**src/rtl/imem_arb_pkg.sv**
```systemverilog
// Shared types for the instruction-memory port arbiter.
// Optional perf counters in the top are enabled by IMEM_ARB_PERF_EN.
package imem_arb_pkg;

    localparam int STARVE_W = 4;

    typedef enum logic [1:0] {IDLE, FETCH, LOAD, LOCKED} arb_state_e;
    typedef enum logic [1:0] {NONE, OWN_F, OWN_L} owner_e;

endpackage

```
**src/rtl/imem_arb_starve_ctr.sv**
```systemverilog
// Saturating count of consecutive cycles the loader has been denied.
// at_max forces a loader grant so it cannot be starved by fetch.
module imem_arb_starve_ctr
    import imem_arb_pkg::*;
#(
    parameter int MAX = 4
) (
    input  logic clk,
    input  logic rst,
    input  logic inc,
    input  logic clr,
    output logic at_max
);

    logic [STARVE_W-1:0] cnt;

    assign at_max = (cnt == STARVE_W'(MAX));

    always_ff @(posedge clk or negedge rst) begin
        if (!rst) begin
            cnt <= '0;
        end else if (clr) begin
            cnt <= '0;
        end else if (inc && !at_max) begin
            cnt <= cnt + 1'b1;
        end
    end

endmodule

```
**src/rtl/imem_port_arbiter.sv**
```systemverilog
// Arbitrates one single-port instruction memory between fetch (priority) and the loader.
// Defining IMEM_ARB_PERF_EN adds perf_conflict / perf_fstall cycle counters.
module imem_port_arbiter
    import imem_arb_pkg::*;
#(
    parameter int ADDR_W     = 32,
    parameter int DATA_W     = 32,
    parameter int STARVE_MAX = 4
) (
    input  logic              clk,
    input  logic              rst,
    input  logic              f_req,
    input  logic [ADDR_W-1:0] f_addr,
    input  logic              flush,
    output logic              stall_f,
    output logic              f_rvalid,
    output logic [DATA_W-1:0] f_rdata,
    input  logic              l_req,
    input  logic              l_we,
    input  logic              l_lock,
    input  logic [ADDR_W-1:0] l_addr,
    input  logic [DATA_W-1:0] l_wdata,
    output logic              l_gnt,
    output logic              l_rvalid,
    output logic [DATA_W-1:0] l_rdata,
`ifdef IMEM_ARB_PERF_EN
    output logic [31:0]       perf_conflict,
    output logic [31:0]       perf_fstall,
`endif
    output logic              mem_en,
    output logic              mem_we,
    output logic [ADDR_W-1:0] mem_addr,
    output logic [DATA_W-1:0] mem_wdata,
    input  logic [DATA_W-1:0] mem_rdata
);

    arb_state_e        stateQ, stateD;
    owner_e            ownerQ, ownerD;
    logic              atMax, lockHold, grantF, grantL;
    logic [DATA_W-1:0] fRdataQ, lRdataQ;

    imem_arb_starve_ctr #(.MAX(STARVE_MAX)) uStarve (
        .clk    (clk),
        .rst    (rst),
        .inc    (l_req && !grantL),
        .clr    (grantL || !l_req),
        .at_max (atMax)
    );

    // Grants are gated by reset so every output drops the moment reset asserts.
    assign lockHold = (stateQ == LOCKED) && l_req;
    assign grantL   = rst && l_req && (lockHold || atMax || !f_req);
    assign grantF   = rst && f_req && !grantL;

    assign stall_f   = rst && f_req && !grantF;
    assign l_gnt     = grantL;
    assign mem_en    = grantF || grantL;
    assign mem_we    = grantL && l_we;
    assign mem_addr  = grantL ? l_addr  : (grantF ? f_addr : '0);
    assign mem_wdata = grantL ? l_wdata : '0;

    always_comb begin
        stateD = IDLE;
        ownerD = NONE;
        if (grantL) begin
            stateD = l_lock ? LOCKED : LOAD;
            ownerD = l_we ? NONE : OWN_L;
        end else if (grantF) begin
            stateD = FETCH;
            ownerD = flush ? NONE : OWN_F;
        end
    end

    // Read data is passed straight through in the response cycle and held afterwards.
    assign f_rvalid = (ownerQ == OWN_F);
    assign l_rvalid = (ownerQ == OWN_L);
    assign f_rdata  = f_rvalid ? mem_rdata : fRdataQ;
    assign l_rdata  = l_rvalid ? mem_rdata : lRdataQ;

    always_ff @(posedge clk or negedge rst) begin
        if (!rst) begin
            stateQ  <= IDLE;
            ownerQ  <= NONE;
            fRdataQ <= '0;
            lRdataQ <= '0;
        end else begin
            stateQ <= stateD;
            ownerQ <= ownerD;
            if (f_rvalid) fRdataQ <= mem_rdata;
            if (l_rvalid) lRdataQ <= mem_rdata;
        end
    end

`ifdef IMEM_ARB_PERF_EN
    always_ff @(posedge clk or negedge rst) begin
        if (!rst) begin
            perf_conflict <= '0;
            perf_fstall   <= '0;
        end else begin
            if (f_req && l_req) perf_conflict <= perf_conflict + 32'd1;
            if (stall_f)        perf_fstall   <= perf_fstall + 32'd1;
        end
    end
`endif

endmodule

```
**config.mk**
```make
export PLATFORM = sky130hd
export DESIGN_NAME = imem_port_arbiter
export DESIGN_NICKNAME = d
export VERILOG_FILES = /design/src/rtl/imem_arb_pkg.sv /design/src/rtl/imem_arb_starve_ctr.sv /design/src/rtl/imem_port_arbiter.sv
export SDC_FILE = /design/constraint.sdc
export NUM_CORES = 1
export LEC_CHECK = 0
export CORE_ASPECT_RATIO = 0.9
export CORE_MARGIN = 2
export CORE_UTILIZATION = 33
export CTS_CLUSTER_SIZE = 24
export DETAILED_ROUTE_END_ITERATION = 10
export GPL_TIMING_DRIVEN = 1
export PLACE_DENSITY = 0.89
export SETUP_SLACK_MARGIN = 0.5
export SLEW_MARGIN = 20
export SYNTH_ARGS = -nofsm -noshare
export SYNTH_HDL_FRONTEND = slang
export SYNTH_HIERARCHICAL = 1
export SYNTH_SLANG_ARGS = --single-unit
```
**constraint.sdc**
```tcl
create_clock -name clk -period 3.15 [get_ports clk]
set_clock_uncertainty 0.15 [all_clocks]
set_input_delay 0.945 -clock clk [delete_from_list [all_inputs] [get_ports clk]]
set_output_delay 0.945 -clock clk [all_outputs]
set_load 0.01 [all_outputs]
```
==> run summary <==
VDD sags by at most 0.307 mV. Global routing finished with a remaining overflow of 0. The reported max-cap violation count is 0.

The endpoint identified for the worst register-to-register timing path is uStarve/cnt[3]$_DFFE_PN0P_. Port buffering added 268 buffers. The tools report the setup total negative slack as 0 ps. Count of unresolved DRC violations after routing: 0. The average via count per standard cell works out to 4.87. Clock-pin slew was measured on the worst setup and hold paths at 60 ps. TritonCTS built the clock tree.

The flow ran to the end, and the final reports show no timing, DRC or antenna violations. The area share of fa/ha/maj cells after synthesis was 0.745%; the area of the multi-input gates was 1820 µm². Summing all flip-flop and latch instances after layout gives 1800 µm². The synthesized-area fraction occupied by and/or/nand/nor cells works out to 9.35%.

The number of design-rule violations left by the first detailed-router iteration was 135; the number of buffers added by the clock tree synthesis step was 9. In this run the clock root is driven by a sky130_fd_sc_hd__clkbuf_16. Setup violations remaining at the end of the flow were counted as 0. Clock tree synthesis found a total of 72 sinks.

The worst path needs 3070 ps of the cycle, external delays included. The first TritonRoute pass finished after 4 iterations. The synthesized cell area is 3360 µm². For the pin with the worst max-slew slack, the measured transition is 892 ps. Measured in cells, the most critical reg-to-reg path has a length of 12. The final weighted congestion in routability-driven placement is 0.866, and the final hold violation count is 0. Once the floorplan was initialized, standard cells occupied 34.3% of the core. The placed instances occupy a cell area of 6350 µm². The worst-case register-to-register setup slack was 730 ps. The startpoint identified for the worst register-to-register timing path is uStarve/cnt[1]$_DFFE_PN0P_.

Of the available clock period, the critical path in the final layout requires 97.3%. The logs give 1970 ps for the data arrival at the endpoint of the critical path and 6 for the yosys synthesis warning count. The core region is 9780 µm². Power density over the cells: 463 nW/µm².

The final count of pins violating max slew came out at 0. Combinational family with the most area after synthesis: multiplexers. 269 I/O pins were placed. Yosys mapped the design onto 26 distinct sky130hd cell types. The tools report the finished layout cell area as 7870 µm². Setup repair after global routing could not meet its margin everywhere. The critical path is of the flip-flop to output port type.

Worst hold-check path type: flip-flop to flip-flop. For this run, the post-layout net count is 741. Cells fill 80.4% of the core in the end. The slowest stage of the critical path belongs to the cell sky130_fd_sc_hd__dfrtp_1. The run gives 0 as the post-route antenna net violation count. The number of synthesized register bits came out at 72. The end of the critical path was mem_addr[24]. The vertical die dimension was 99.7 µm; the clock tree buffer depth was 2. The critical path starts at uStarve/cnt[1]$_DFFE_PN0P_. The die covers 11000 µm². Walking the worst path, the cells encountered are inv_2 -> ha_4 -> nand3b_4 -> inv_4 -> a21oi_4 -> a21oi_4 -> clkbuf_16 -> buf_6 -> a22o_1 -> buf_2. STA classifies the critical path endpoint as an output port. The post-detailed-routing wire length was 16.2 mm; the relative area change from synthesis to final layout was 134%. The H-tree was split into 3 levels.

The logs give 40.6% for the relative slew slack and 34 for the number of placement rows. Measured against the total synthesized area, the mux share comes to 21.5%. A synthesized cell averages 13.2 µm². For the total via count after detailed routing, the log shows 3583. The kind of start point of the critical path was a flip-flop. The number of cells produced by synthesis is 254. The tools report the pin count of the biggest net entering global routing as 71.

Along the worst path, the maximum fanout reaches 6. The tools report the number of antenna violations at the first check in global routing as 0. The run gives 543 as the final-layout fill cell count. The leakage power of the design is 3.96 nW, and the compound-cell area share of the yosys netlist is 10.6%. The number of antenna diodes in the final layout is 0.

Summing the areas of all xor and xnor instances in the mapped netlist gives 0% of the synthesized area. The via count of the first global-routing pass was 3685; the placed wire-length estimate was 10.5 mm. When the netlist entered floorplanning its net count stood at 391. For this design, the CTS-stage hold fixing added 0 buffers.

In this design, the stage delay of the slowest critical-path cell is 370 ps. At the later pin of the worst-skew pair, clock insertion delay measures 320 ps. The overall routing resource usage was 25.7%.

Of the synthesized area, sequential elements account for 53.7%. In the final routed layout, each cell accounts on average for 22.1 µm. For the worst setup path, the data required time is 2050 ps.

The first global-routing pass estimated 20.8 mm of wire. In the final layout, the share of cells above drive strength 1 is 58.1%. Timing would allow up to 0.326 GHz. Measured along the x axis, the die boundary spans 110 µm. The cell occurring most often along the worst timing path was sky130_fd_sc_hd__a21oi_4.
-- layer usage --
| layer | vias to the layer above | share of wire, % | GRT usage [%] |
|---|---|---|---|
| li1 | 1614 | - | - |
| met1 | 1774 | 36 | 29.2 |
| met2 | 173 | 55 | 47.2 |
| met3 | 22 | 7.2 | 6.75 |
| met4 | 0 | 1.5 | 6.44 |
| met5 | - | 0 | 0 |
-- where the power goes --
part	switching [mW]	total [mW]	internal, mW
logic	0.555	1.47	0.912
registers	0.0672	1.18	1.12
clock network	0.379	0.995	0.616
total	1.00	3.64	2.64
-- what timing repair did --
item	in CTS	in global routing
endpoints found under the setup margin	135	134
pin swaps	11	51
setup buffers	27	25
cloned	6	8
resized for setup	566	263
-- per-stage QoR --
stage	std cells	power [mW]	hold slack [ps]	worst slack, ps
final	735	3.64	345	84.4
after global routing	735	3.81	359	2.62
after CTS	702	3.39	344	106
after detailed placement	653	2.35	333	-855
after global placement	653	2.31	328	-812
after floorplan	254	1.59	358	398
-- layout make-up --
type	count	share of cell area (%)
Timing Repair Buffer	357	48.0
Multi-Input combinational cell	160	23.1
Sequential cell	72	22.9
Clock buffer	10	2.91
Tap cell	126	2.00
Clock inverter	6	0.858
Inverter	4	0.223
-- state kept, by name, indices dropped and copies added (netlist names) --
name and count:
ownerQ 2, stateQ 2, uStarve/cnt 4, fRdataQ 32, lRdataQ 32
-- cell usage after synthesis --
library cell / instances / area, µm²
sky130_fd_sc_hd__clkbuf_1: 2 / 7.51
sky130_fd_sc_hd__a21o_2: 2 / 17.5
sky130_fd_sc_hd__buf_4: 3 / 22.5
sky130_fd_sc_hd__dfrtp_1: 72 / 1800
sky130_fd_sc_hd__nand2_1: 2 / 7.51
sky130_fd_sc_hd__a21o_1: 1 / 7.51
sky130_fd_sc_hd__or3_1: 1 / 6.26
sky130_fd_sc_hd__and2_1: 34 / 213
sky130_fd_sc_hd__nor3_1: 1 / 5.00
sky130_fd_sc_hd__inv_2: 1 / 3.75
sky130_fd_sc_hd__ha_1: 2 / 25.0
sky130_fd_sc_hd__nand4_1: 1 / 6.26
sky130_fd_sc_hd__o21a_1: 1 / 7.51
sky130_fd_sc_hd__a22o_1: 32 / 280
sky130_fd_sc_hd__buf_2: 10 / 50.1
sky130_fd_sc_hd__mux2_2: 64 / 721
sky130_fd_sc_hd__buf_6: 4 / 45.0
sky130_fd_sc_hd__nand3_1: 3 / 15.0
sky130_fd_sc_hd__inv_1: 3 / 11.3
sky130_fd_sc_hd__nand2b_1: 2 / 12.5
sky130_fd_sc_hd__a21oi_2: 1 / 8.76
sky130_fd_sc_hd__nand3b_4: 1 / 20.0
sky130_fd_sc_hd__nor2b_1: 4 / 25.0
sky130_fd_sc_hd__nor2_1: 1 / 3.75
sky130_fd_sc_hd__a21oi_1: 5 / 25.0
sky130_fd_sc_hd__o211a_1: 1 / 10.0
-- layout by cell type, fill, tap and decap left out, drive strengths merged --
cell,synthesis,final
clkinv,0,2
clkinvlp,0,2
nor3,1,1
clkbuf,2,20
o21a,1,1
nand3,3,3
dlymetal6s2s,0,16
nor2,1,1
a21o,3,3
clkdlybuf4s15,0,16
buf,17,215
a22o,32,32
bufinv,0,1
dlygate4sd2,0,1
nand3b,1,1
nand4,1,1
nor2b,4,4
inv,4,5
a21oi,6,7
mux2,64,64
nand2b,2,2
nand2,2,2
o211a,1,1
ha,2,2
or3,1,1
and2,34,34
clkdlybuf4s50,0,99
dfrtp,72,72
-- cells by family (layout without fill, tap and decap cells) --
| logic type | Yosys count | after routing |
|---|---|---|
| compound gates | 43 | 44 |
| fa+ha+maj | 2 | 2 |
| simple gates | 50 | 50 |
| flops | 72 | 72 |
| mux | 64 | 64 |
| buf+inv | 23 | 377 |
-- worst min-delay path by stage --
stage,slack (ps),startpoint,cells after the start,end
2_1_floorplan,360,uStarve/cnt[3]$_DFFE_PN0P_,2,uStarve/cnt[3]$_DFFE_PN0P_
3_3_place_gp,330,lRdataQ[28]$_DFF_PN0_,1,lRdataQ[28]$_DFF_PN0_
3_5_place_dp,330,lRdataQ[4]$_DFF_PN0_,1,lRdataQ[4]$_DFF_PN0_
4_1_cts,340,lRdataQ[4]$_DFF_PN0_,1,lRdataQ[4]$_DFF_PN0_
5_1_grt,360,lRdataQ[4]$_DFF_PN0_,1,lRdataQ[4]$_DFF_PN0_
6_report,350,lRdataQ[4]$_DFF_PN0_,1,lRdataQ[4]$_DFF_PN0_
-- critical path: cells and delay by family, from the launching register on --
kind | cells | cell delay, ps
buf+inv | 5 | 540
fa+ha+maj | 1 | 160
compound gates | 3 | 500
simple gates | 1 | 80
flops | 1 | 370
Power figures use the tool's default switching activity.
